[config.mk]
export PLATFORM = sky130hd
export DESIGN_NAME = rtl_core
export DESIGN_NICKNAME = d
export VERILOG_FILES = /design/src/rtl/rtl_core_pkg.sv /design/src/rtl/rtl_core_init_timer.sv /design/src/rtl/rtl_core.sv
export SDC_FILE = /design/constraint.sdc
export NUM_CORES = 1
export LEC_CHECK = 0
export ABC_CLOCK_PERIOD_IN_PS = 2750
export BUFFER_PORTS_ARGS = -buffer_cell sky130_fd_sc_hd__buf_2
export CAP_MARGIN = 20
export CORE_ASPECT_RATIO = 0.6
export CORE_MARGIN = 8
export CORE_UTILIZATION = 30
export DETAILED_ROUTE_END_ITERATION = 6
export SYNTH_ARGS = -nofsm -noshare
export SYNTH_HDL_FRONTEND = slang
export SYNTH_SLANG_ARGS = --single-unit
[constraint.sdc]
create_clock -name clk -period 2.75 [get_ports clk]
set_clock_uncertainty 0.05 [all_clocks]
set_input_delay 0.4125 -clock clk [delete_from_list [all_inputs] [get_ports clk]]
set_output_delay 0.4125 -clock clk [all_outputs]
set_load 0.05 [all_outputs]
[src/rtl/rtl_core_pkg.sv]
// -----------------------------------------------------------------------------
// rtl_core_pkg
// Shared defaults, the run-state enum and a small counter-width helper for the
// dual-reset secure status/data block (rtl_core and rtl_core_init_timer).
//
// Optional build macro used by rtl_core: WARM_SCRUB_EN.
// -----------------------------------------------------------------------------
package rtl_core_pkg;

  localparam int DATA_W_DEF      = 32;
  localparam int INIT_CYCLES_DEF = 4;
  localparam int STROBE_LOG2_DEF = 3;

  // ST_RUN is encoded as 1, so the state flop doubles as the status flop.
  typedef enum logic {
    ST_INIT = 1'b0,
    ST_RUN  = 1'b1
  } run_state_e;

  // Width of a counter that must hold 0..n-1; never narrower than one bit.
  function automatic int cnt_width(input int n);
    return (n > 1) ? $clog2(n) : 1;
  endfunction

endpackage

[src/rtl/rtl_core_init_timer.sv]
// -----------------------------------------------------------------------------
// rtl_core_init_timer
// Counts INIT_CYCLES clock edges after the last restart and then raises status.
// Restart is synchronous and returns the timer to ST_INIT with a zero count.
//
// Ports:
//   clk      in   clock
//   restart  in   synchronous restart (driven by rst1 | rst2)
//   status   out  high once initialised (registered)
//   state    out  current FSM state (debug visibility)
// -----------------------------------------------------------------------------
module rtl_core_init_timer
  import rtl_core_pkg::*;
#(
  parameter int INIT_CYCLES = INIT_CYCLES_DEF
) (
  input  logic       clk,
  input  logic       restart,
  output logic       status,
  output run_state_e state
);

  localparam int              CNT_W = cnt_width(INIT_CYCLES);
  localparam logic [CNT_W-1:0] LAST = CNT_W'(INIT_CYCLES - 1);

  run_state_e       state_q, state_d;
  logic [CNT_W-1:0] cnt_q, cnt_d;

  always_ff @(posedge clk) begin
    if (restart) begin
      state_q <= ST_INIT;
      cnt_q   <= '0;
    end else begin
      state_q <= state_d;
      cnt_q   <= cnt_d;
    end
  end

  // The edge on which the count sits at LAST is the INIT_CYCLES-th edge
  // since restart released; status rises on that edge.
  always_comb begin
    state_d = state_q;
    cnt_d   = cnt_q;
    case (state_q)
      ST_INIT: begin
        if (cnt_q == LAST) begin
          state_d = ST_RUN;
        end else begin
          cnt_d = cnt_q + 1'b1;
        end
      end
      ST_RUN: begin
        state_d = ST_RUN;
      end
      default: begin
        state_d = ST_INIT;
      end
    endcase
  end

  assign status = (state_q == ST_RUN);
  assign state  = state_q;

endmodule

[src/rtl/rtl_core.sv]
// -----------------------------------------------------------------------------
// rtl_core
// Dual-reset secure status/data block. On cold-reset (rst1) release the
// security mode is latched once from secure_in; after an initialisation delay
// status asserts and a free-running counter drives data with a periodic
// one-cycle strobe. Warm reset (rst2) restarts operation but keeps the latched
// security mode.
//
// Build macro: WARM_SCRUB_EN -- when defined, rst2 clears data if the latched
// mode is secure; when undefined, rst2 always holds data.
//
// Ports:
//   clk         in   single clock
//   rst1        in   cold reset, synchronous active-high (priority)
//   rst2        in   warm reset, synchronous active-high
//   secure_in   in   requested security mode, captured once after rst1
//   secure_out  out  latched security mode
//   status      out  high when initialised and running
//   strobe      out  one-cycle pulse every 2**STROBE_LOG2 increments
//   data        out  running counter value
// All outputs are registered.
// -----------------------------------------------------------------------------
module rtl_core
  import rtl_core_pkg::*;
#(
  parameter int DATA_W      = DATA_W_DEF,
  parameter int INIT_CYCLES = INIT_CYCLES_DEF,
  parameter int STROBE_LOG2 = STROBE_LOG2_DEF
) (
  input  logic              clk,
  input  logic              rst1,
  input  logic              rst2,
  input  logic              secure_in,
  output logic              secure_out,
  output logic              status,
  output logic              strobe,
  output logic [DATA_W-1:0] data
);

  logic              secure_q;
  logic              cap_pending_q;
  logic              strobe_q;
  logic [DATA_W-1:0] data_q;
  logic [DATA_W-1:0] data_next;
  logic              strobe_next;
  logic              timer_status;
  run_state_e        run_state;
  logic              running;

  rtl_core_init_timer #(
    .INIT_CYCLES (INIT_CYCLES)
  ) u_init_timer (
    .clk     (clk),
    .restart (rst1 | rst2),
    .status  (timer_status),
    .state   (run_state)
  );

  assign running     = (run_state == ST_RUN);
  assign data_next   = data_q + DATA_W'(1);
  // Strobe marks every new value whose low bits are zero, wrap to 0 included.
  assign strobe_next = (data_next[STROBE_LOG2-1:0] == '0);

  always_ff @(posedge clk) begin
    if (rst1) begin
      secure_q      <= 1'b0;
      cap_pending_q <= 1'b1;
      strobe_q      <= 1'b0;
      data_q        <= '0;
    end else begin
      // One-shot capture on the first edge out of cold reset, even if the
      // warm reset is still held.
      if (cap_pending_q) begin
        secure_q      <= secure_in;
        cap_pending_q <= 1'b0;
      end
      if (rst2) begin
        strobe_q <= 1'b0;
`ifdef WARM_SCRUB_EN
        if (secure_q) begin
          data_q <= '0;
        end
`endif
      end else if (running) begin
        data_q   <= data_next;
        strobe_q <= strobe_next;
      end else begin
        strobe_q <= 1'b0;
      end
    end
  end

  assign secure_out = secure_q;
  assign status     = timer_status;
  assign strobe     = strobe_q;
  assign data       = data_q;

endmodule

==> results of run 1 <==
[placed cells by master (no fill, tap or decap), types with 2 or more instances in the layout]
cell type	instances
nand2_1	11
a21oi_1	15
xor2_1	7
clkbuf_8	6
o31ai_1	11
or3_1	3
nor3_1	3
or4_1	10
and3_1	2
nor4_1	8
ha_1	3
o21ai_0	4
nor2_1	18
xnor2_1	3
mux2i_1	3
and4_1	5
nor2b_1	8
inv_1	5
buf_2	38
nand4_1	8
and2_1	3
dfxtp_1	38
nand3_1	5
mux2_2	7
[report_power, final]
part	total [mW]	internal, mW	leakage (nW)	switching, mW
registers	0.555	0.553	0.307	0.00177
clock network	0.488	0.290	0.0573	0.197
logic	0.0249	0.00703	0.507	0.0179
total	1.07	0.850	0.871	0.217
[state kept, by name, summed over array words and instances, names as in the netlist]
register / cells
strobe: 1
u_init_timer.cnt_q: 2
data: 32
u_init_timer.state: 1
cap_pending_q: 1
secure_out: 1
[worst paths after layout]
kind	to	slack [ns]
setup reg to reg	data[13]	0.73
hold reg to reg	secure_out	0.44
hold / removal	u_init_timer.cnt_q[0]	0.30
setup / recovery	data[13]	0.73
[cells by family (layout without fill, tap and decap cells)]
family                     after synthesis  after routing  share of synthesized area
AOI/OAI and AO/OA                       32             32                      0.107
xor gates and xnor gates                10             10                     0.0476
adders and majority gates                3              3                     0.0204
buffers and inverters                   17             51                     0.0394
DFF                                     38             38                      0.413
muxes                                   10             10                     0.0591
and+or+nand+nor                         93             93                      0.314
[per-stage QoR]
stage	hold WS (ns)	util
2_1_floorplan	0.390	-
3_3_place_gp	0.423	0.347
3_5_place_dp	0.431	0.347
4_1_cts	0.288	0.366
5_1_grt	0.301	0.366
6_report	0.295	0.366
[worst reg2reg max path: cells and delay by family, from the launching register on]
kind	cells	cell delay (ns)
compound gates	1	0.15
flops	1	0.43
simple gates	3	1.32
[layer usage]
layer | vias up | global-route usage
li1 | 821 | -
met1 | 742 | 0.153
met2 | 55 | 0.127
met3 | 5 | 0.0485
met4 | 0 | 0.0318
met5 | - | 0
[layout make-up]
cell class                 instances  area share
multi-input combinational        148       0.458
sequential                        38       0.345
timing repair buffer              39      0.0897
tap                               84      0.0477
clock buffer                       6      0.0375
clock inverter                     1      0.0136
inverter                           5     0.00852
==> results.sh, run 1 <==
export IMPL_clk_pin_slew_ns=0.08
export IMPL_status="finished clean"
export IMPL_fin_crit_sh=0.736
export IMPL_async_flop_share=0
export IMPL_regArea_sq_um=761
export IMPL_final_area_sq_um=2200
export IMPL_design_portCount=39
export IMPL_cts_tree="done"
export IMPL_fillers=626
export IMPL_htree_levels=2
export IMPL_setup_viol=0
export IMPL_portBuffers=38
export IMPL_dpl_worst_slack_ns=0.606
export IMPL_finalNonFillerCells=321
export IMPL_synth_top_cell_area_share=0.413
export IMPL_clock_path_buffers=2
export IMPL_critPathSlowestCell="or4_2"
export IMPL_grt_max_degree=46
export IMPL_die_area_sq_um=8980
export IMPL_grt_pass1_wl_um=7560
export IMPL_synth_commonest_cells="dfxtp_1, nor2_1, a21oi_1, nand2_1, o31ai_1"
export IMPL_yosys_warnings=0
export IMPL_dpl_cell_area_sq_um=2090
export IMPL_maxUsedRoutingLayer="met4"
export IMPL_drive_gt1_frac=0.257
export IMPL_tightestPinTransition_ns=0.809
export IMPL_synth_edf_count=0
export IMPL_totalNegativeSetupSlack_ns=0
export IMPL_p_total_mw=1.07
export IMPL_finalWirelength_um=4490
export IMPL_wl_met1_um=2290
export IMPL_path_cells="and4_1 > nand2_1 > or4_2 > a21oi_1"
export IMPL_fmax_ghz=0.494
export IMPL_synthFlopType="dfxtp_1"
export IMPL_cts_resized=0
export IMPL_dp_hpwl_um=3230
export IMPL_syn_cell_area_sq_um=1840
export IMPL_drv_cap=0
export IMPL_synth_top_area_cell="dfxtp_1"
export IMPL_cts_hold_buffers_added=0
export IMPL_vdd_drop_max_mv=0.183
export IMPL_path_class="reg -> reg"
export IMPL_hold_path_class="in -> reg"
export IMPL_core_sq_um=6030
export IMPL_post_route_min_period_ns=2.02
export IMPL_yosys_cell_types_count=37
export IMPL_grt_setup_unrepaired="false"
export IMPL_multi_input_area_sq_um=1010
export IMPL_drtIter0Drc=131
export IMPL_critPathLaunch="data[4]"
export IMPL_diodes=0
export IMPL_wire_per_inst_um=14.0
export IMPL_cts_buffers=5
export IMPL_die_h_um=76.7
export IMPL_overflow=0
export IMPL_grt_usage=0.104
export IMPL_worstSkewPairLatency_ns=0.29
export IMPL_vias=1623
export IMPL_cts_sinks=38
export IMPL_antenna_found_initial=0
export IMPL_initial_utilization=0.306
export IMPL_relSlewSlack=0.461
export IMPL_wl_met3_um=498
export IMPL_postCtsSetupBuffers=0
export IMPL_p_leak_nw=0.871
export IMPL_required_ns=2.92
export IMPL_reg2reg_from="data[4]"
export IMPL_vias_per_cell=5.06
export IMPL_rr_worst_depth=4
export IMPL_final_max_slew_viol_count=0
export IMPL_dieWidth_um=117
export IMPL_power_per_cell_area_nw_per_um2=484
export IMPL_first_pass_iters=4
export IMPL_ys_seq_elements=38
export IMPL_netlist_top_cells_area="dfxtp_1, o31ai_1, mux2_2"
export IMPL_routabilityCongestion=0.768
export IMPL_ant_nets=0
export IMPL_syn_inst=203
export IMPL_worst_path_buf_inv=0
export IMPL_hold_start="rst2"
export IMPL_drc=0
export IMPL_dp_cells=314
export IMPL_path_depth=4
export IMPL_synth_most_common_cell="dfxtp_1"
export IMPL_synth_nets=210
export IMPL_nNetsFinal=244
export IMPL_startpoint_type="flop"
export IMPL_worstPathArrival_ns=2.19
export IMPL_cp_max_fo=14
export IMPL_hold_depth=2
export IMPL_row_count=22
export IMPL_finalWorstSetupSlack_ns=0.725
export IMPL_root_buffer="clkbuf_8"
export IMPL_path_delay_family="simple AND/OR/NAND/NOR gates"
export IMPL_syn_avg_cell_area_sq_um=9.07
export IMPL_end_kind="flop"
export IMPL_ys_seq_area_frac=0.413
export IMPL_grt_pass1_vias=1499
export IMPL_area_growth_pct=19.6
export IMPL_hold_viol=0
export IMPL_max_stage_delay_ns=0.68
export IMPL_met2_length_um=1660
(Power assumes the default switching activity.)
==> run 2, diff against run 1 <==
ABC_CLOCK_PERIOD_IN_PS = 2000   (was 2750)
clock period = 2 ns   (was 2.75 ns; I/O delays follow)
==> results.sh, run 2 (synthesis gave the netlist of run 1 again) <==
export IMPL_vias=1632
export IMPL_cts_tree="done"
export IMPL_clkPwrFrac=0.448
export IMPL_die_h_um=76.7
export IMPL_dp_cells=331
export IMPL_routabilityCongestion=0.790
export IMPL_cts_buffers=5
export IMPL_nNetsFinal=261
export IMPL_status="finished clean"
export IMPL_worstSkewPairLatency_ns=0.29
export IMPL_grt_pass1_wl_um=7900
export IMPL_root_buffer="clkbuf_8"
export IMPL_path_class="reg -> reg"
export IMPL_p_leak_nw=0.964
export IMPL_postCtsSetupBuffers=0
export IMPL_grt_pass1_vias=1542
export IMPL_hold_path_class="in -> reg"
export IMPL_seq_power_share=0.527
export IMPL_final_max_slew_viol_count=0
export IMPL_drive_gt1_frac=0.388
export IMPL_p_int_mw=1.15
export IMPL_worstPathArrival_ns=2.00
export IMPL_initial_utilization=0.306
export IMPL_grt_max_degree=33
export IMPL_fin_crit_sh=0.942
export IMPL_hold_viol=0
export IMPL_ant_nets=0
export IMPL_htree_levels=2
export IMPL_finalNonFillerCells=339
export IMPL_relSlewSlack=0.628
export IMPL_fmax_ghz=0.531
export IMPL_power_per_cell_area_nw_per_um2=614
export IMPL_antenna_found_initial=0
export IMPL_overflow=0
export IMPL_final_common_cell="buf_2"
export IMPL_drc=0
export IMPL_core_sq_um=6030
export IMPL_utilization=0.391
export IMPL_drtIter0Drc=136
export IMPL_vias_per_cell=4.81
export IMPL_clk_pin_slew_ns=0.08
export IMPL_cts_sinks=38
export IMPL_largest_reg_flops=32
export IMPL_dpl_worst_slack_ns=0.0680
export IMPL_final_cell_mix="buf_2, dfxtp_1, dfxtp_2, nor2_1, buf_4"
export IMPL_post_route_min_period_ns=1.88
export IMPL_clock_path_buffers=2
export IMPL_area_growth_pct=28.1
export IMPL_design_portCount=39
export IMPL_pwr_share_comb=0.025
export IMPL_dieWidth_um=117
export IMPL_cp_max_fo=7
export IMPL_finalWirelength_um=4740
export IMPL_drv_cap=0
export IMPL_wire_per_inst_um=14.0
export IMPL_totalNegativeSetupSlack_ns=0
export IMPL_portBuffers=38
export IMPL_p_sw_mw=0.302
export IMPL_sw_frac_of_total=0.208
export IMPL_grt_usage=0.109
export IMPL_tightestPinTransition_ns=0.558
export IMPL_row_count=22
export IMPL_diodes=0
export IMPL_finalWorstSetupSlack_ns=0.116
export IMPL_vdd_drop_max_mv=0.324
export IMPL_required_ns=2.12
export IMPL_end_kind="flop"
export IMPL_dp_hpwl_um=3530
export IMPL_setup_viol=0
export IMPL_startpoint_type="flop"
export IMPL_first_pass_iters=4
export IMPL_die_area_sq_um=8980
run 2: layout make-up:
cell class	count	area [sq um]
Sequential cell	38	785
Clock inverter	1	30.0
Inverter	5	18.8
Clock buffer	7	76.3
Fill cell	609	3670
Timing Repair Buffer	56	329
Multi-Input combinational cell	148	1010
Tap cell	84	105
run 2: power by group through the flow:
stage                     clock, mW  combinational, mW  sequential [mW]
after floorplan                   0             0.0190            0.785
after global placement            0             0.0371            0.780
after detailed placement          0             0.0378            0.780
after CTS                     0.671             0.0379            0.762
after global routing          0.710             0.0426            0.763
final                         0.648             0.0369            0.762
run 2: through the flow:
| step | total power, mW | hold slack (ns) | area (sq um) |
|---|---|---|---|
| final | 1.45 | 0.184 | 2360 |
| after global routing | 1.52 | 0.183 | 2360 |
| after CTS | 1.47 | 0.179 | 2350 |
| after detailed placement | 0.818 | 0.429 | 2240 |
| after global placement | 0.817 | 0.425 | 2240 |
| after floorplan | 0.804 | 0.278 | 1870 |
run 2: critical path, stage by stage (launching register included):
cell	delay, ns
dfxtp_2	0.39
nand4_2	0.17
or4b_4	0.59
nor4_1	0.20
mux2_2	0.36
run 2: metal layers:
layer  track usage  vias up  wire (um)
li1              -      848          -
met1         0.166      741       2500
met2         0.139       41       1840
met3        0.0383        2        381
met4        0.0229        0         21
met5             0        -          0
run 2: final timing paths:
path	start	endpoint	slack, ns	cells past startpoint
hold / removal	rst2	u_init_timer.cnt_q[0]	0.18	2
setup reg to reg	data[10]	data[31]	0.12	4
hold reg to reg	secure_out	secure_out	0.44	2
setup / recovery	data[10]	data[31]	0.12	4
run 2: repair_timing:
item                       CTS  global route
gates resized for setup      0             4
setup endpoints to repair    0             2
hold buffers                 0             0
==> run 3, diff against run 2 <==
ABC_CLOCK_PERIOD_IN_PS = 1700   (was 2000)
CORE_ASPECT_RATIO = not set   (was 0.6)
clock period = 1.7 ns   (was 2 ns; I/O delays follow)
==> results.sh, run 3 (synthesis gave the netlist of run 1 again) <==
export IMPL_wire_per_inst_um=14.2
export IMPL_p_int_mw=1.32
export IMPL_grt_max_degree=29
export IMPL_antenna_found_initial=0
export IMPL_drc=0
export IMPL_grt_usage=0.123
export IMPL_grt_pass1_wl_um=8850
export IMPL_routabilityCongestion=0.739
export IMPL_hold_viol=0
export IMPL_cp_max_fo=3
export IMPL_htree_levels=2
export IMPL_end_kind="flop"
export IMPL_violations="negative setup slack"
export IMPL_dpl_cell_area_sq_um=2560
export IMPL_p_leak_nw=1.18
export IMPL_finalNonFillerCells=365
export IMPL_vias=1877
export IMPL_worstPathArrival_ns=1.90
export IMPL_area_growth_pct=51.6
export IMPL_final_cell_mix="buf_4, buf_2, dfxtp_4, nor2_1, o31ai_1"
export IMPL_hold_path_class="in -> reg"
export IMPL_fmax_ghz=0.580
export IMPL_core_sq_um=5920
export IMPL_row_count=28
export IMPL_grt_pass1_vias=1884
export IMPL_seq_power_share=0.514
export IMPL_clock_path_buffers=2
export IMPL_critPathLaunch="data[27]"
export IMPL_largest_reg_flops=32
export IMPL_first_pass_iters=4
export IMPL_root_buffer="clkbuf_8"
export IMPL_vdd_drop_max_mv=0.349
export IMPL_startpoint_type="flop"
export IMPL_finalWorstSetupSlack_ns=-0.0243
export IMPL_p_sw_mw=0.362
export IMPL_drv_cap=0
export IMPL_cts_tree="done"
export IMPL_whs_ns=0.157
export IMPL_drive_gt1_frac=0.572
export IMPL_final_area_sq_um=2790
export IMPL_dp_cells=352
export IMPL_utilization=0.472
export IMPL_dieWidth_um=94.4
export IMPL_status="complete, but fails checks"
export IMPL_die_area_sq_um=8900
export IMPL_final_common_cell="buf_4"
export IMPL_required_ns=1.87
export IMPL_initial_utilization=0.311
export IMPL_ant_nets=0
export IMPL_cts_sinks=38
export IMPL_finalWirelength_um=5180
export IMPL_hold_start="secure_in"
export IMPL_clk_pin_slew_ns=0.08
export IMPL_cts_buffers=5
export IMPL_path_class="reg -> reg"
export IMPL_dp_hpwl_um=3740
export IMPL_final_max_slew_viol_count=0
export IMPL_design_portCount=39
export IMPL_die_h_um=94.4
export IMPL_reg2reg_from="data[27]"
export IMPL_drtIter0Drc=51
export IMPL_setup_viol=3
export IMPL_pwr_share_comb=0.030
export IMPL_overflow=0
export IMPL_clkPwrFrac=0.456
export IMPL_power_per_cell_area_nw_per_um2=602
export IMPL_tightestPinTransition_ns=0.521
export IMPL_relSlewSlack=0.653
export IMPL_diodes=0
export IMPL_fin_crit_sh=1.01
export IMPL_grt_setup_unrepaired="true"
export IMPL_nNetsFinal=296
export IMPL_vias_per_cell=5.14
export IMPL_post_route_min_period_ns=1.72
export IMPL_worstSkewPairLatency_ns=0.29
export IMPL_portBuffers=38
export IMPL_sw_frac_of_total=0.215
export IMPL_totalNegativeSetupSlack_ns=-0.0474
export IMPL_cts_hold_buffers_added=0
run 3: cell count changes in the layout (fill, tap and decap cells not counted), sizes merged:
| cell | before | now |
|---|---|---|
| buf | 56 | 90 |
| nand3 | 7 | 8 |
run 3: power groups by stage:
stage / Clock, mW / Sequential (mW) / Combinational, mW
floorplan: 0 / 0.890 / 0.0224
global placement: 0 / 0.885 / 0.0493
detailed placement: 0 / 0.885 / 0.0501
CTS: 0.798 / 0.863 / 0.0504
global route: 0.836 / 0.864 / 0.0567
finish: 0.767 / 0.863 / 0.0505
run 3: cell type report:
class / instances / area, sq um
Clock buffer: 7 / 76.3
Clock inverter: 1 / 30.0
Fill cell: 584 / 3130
Inverter: 5 / 18.8
Multi-Input combinational cell: 149 / 1130
Sequential cell: 38 / 852
Tap cell: 75 / 93.8
Timing Repair Buffer: 90 / 588
run 3: layer usage:
layer	up-vias	GRT usage	part of all wire
li1	927	-	-
met1	898	0.153	0.45
met2	45	0.194	0.47
met3	7	0.0381	0.070
met4	0	0.0476	0.014
met5	-	0	0
run 3: repair_timing:
item | 4_1_cts | 5_1_grt
setup buffers | 3 | 2
cloned | 2 | 0
resized for setup | 7 | 17
endpoints found under the setup margin | 9 | 16
pin swaps | 8 | 3
run 3: stage by stage:
stage / setup slack [ns] / total power [mW]
6_report: -0.0243 / 1.68
5_1_grt: -0.0974 / 1.76
4_1_cts: -0.0250 / 1.71
3_5_place_dp: -0.131 / 0.935
3_3_place_gp: -0.0867 / 0.934
2_1_floorplan: -0.0983 / 0.913
run 3: final timing paths:
kind | to | slack [ns] | cells past startpoint
worst max-delay path | data[30] | -0.02 | 4
worst min-delay path | secure_out | 0.16 | 3
worst max register to register | data[30] | -0.02 | 4
worst min register to register | secure_out | 0.44 | 2
run 3: worst max-delay path: stages (launching register included):
cell and delay, ns:
dfxtp_4 0.35, and4_1 0.21, or4b_4 0.50, or4_4 0.43
a21oi_2 0.11
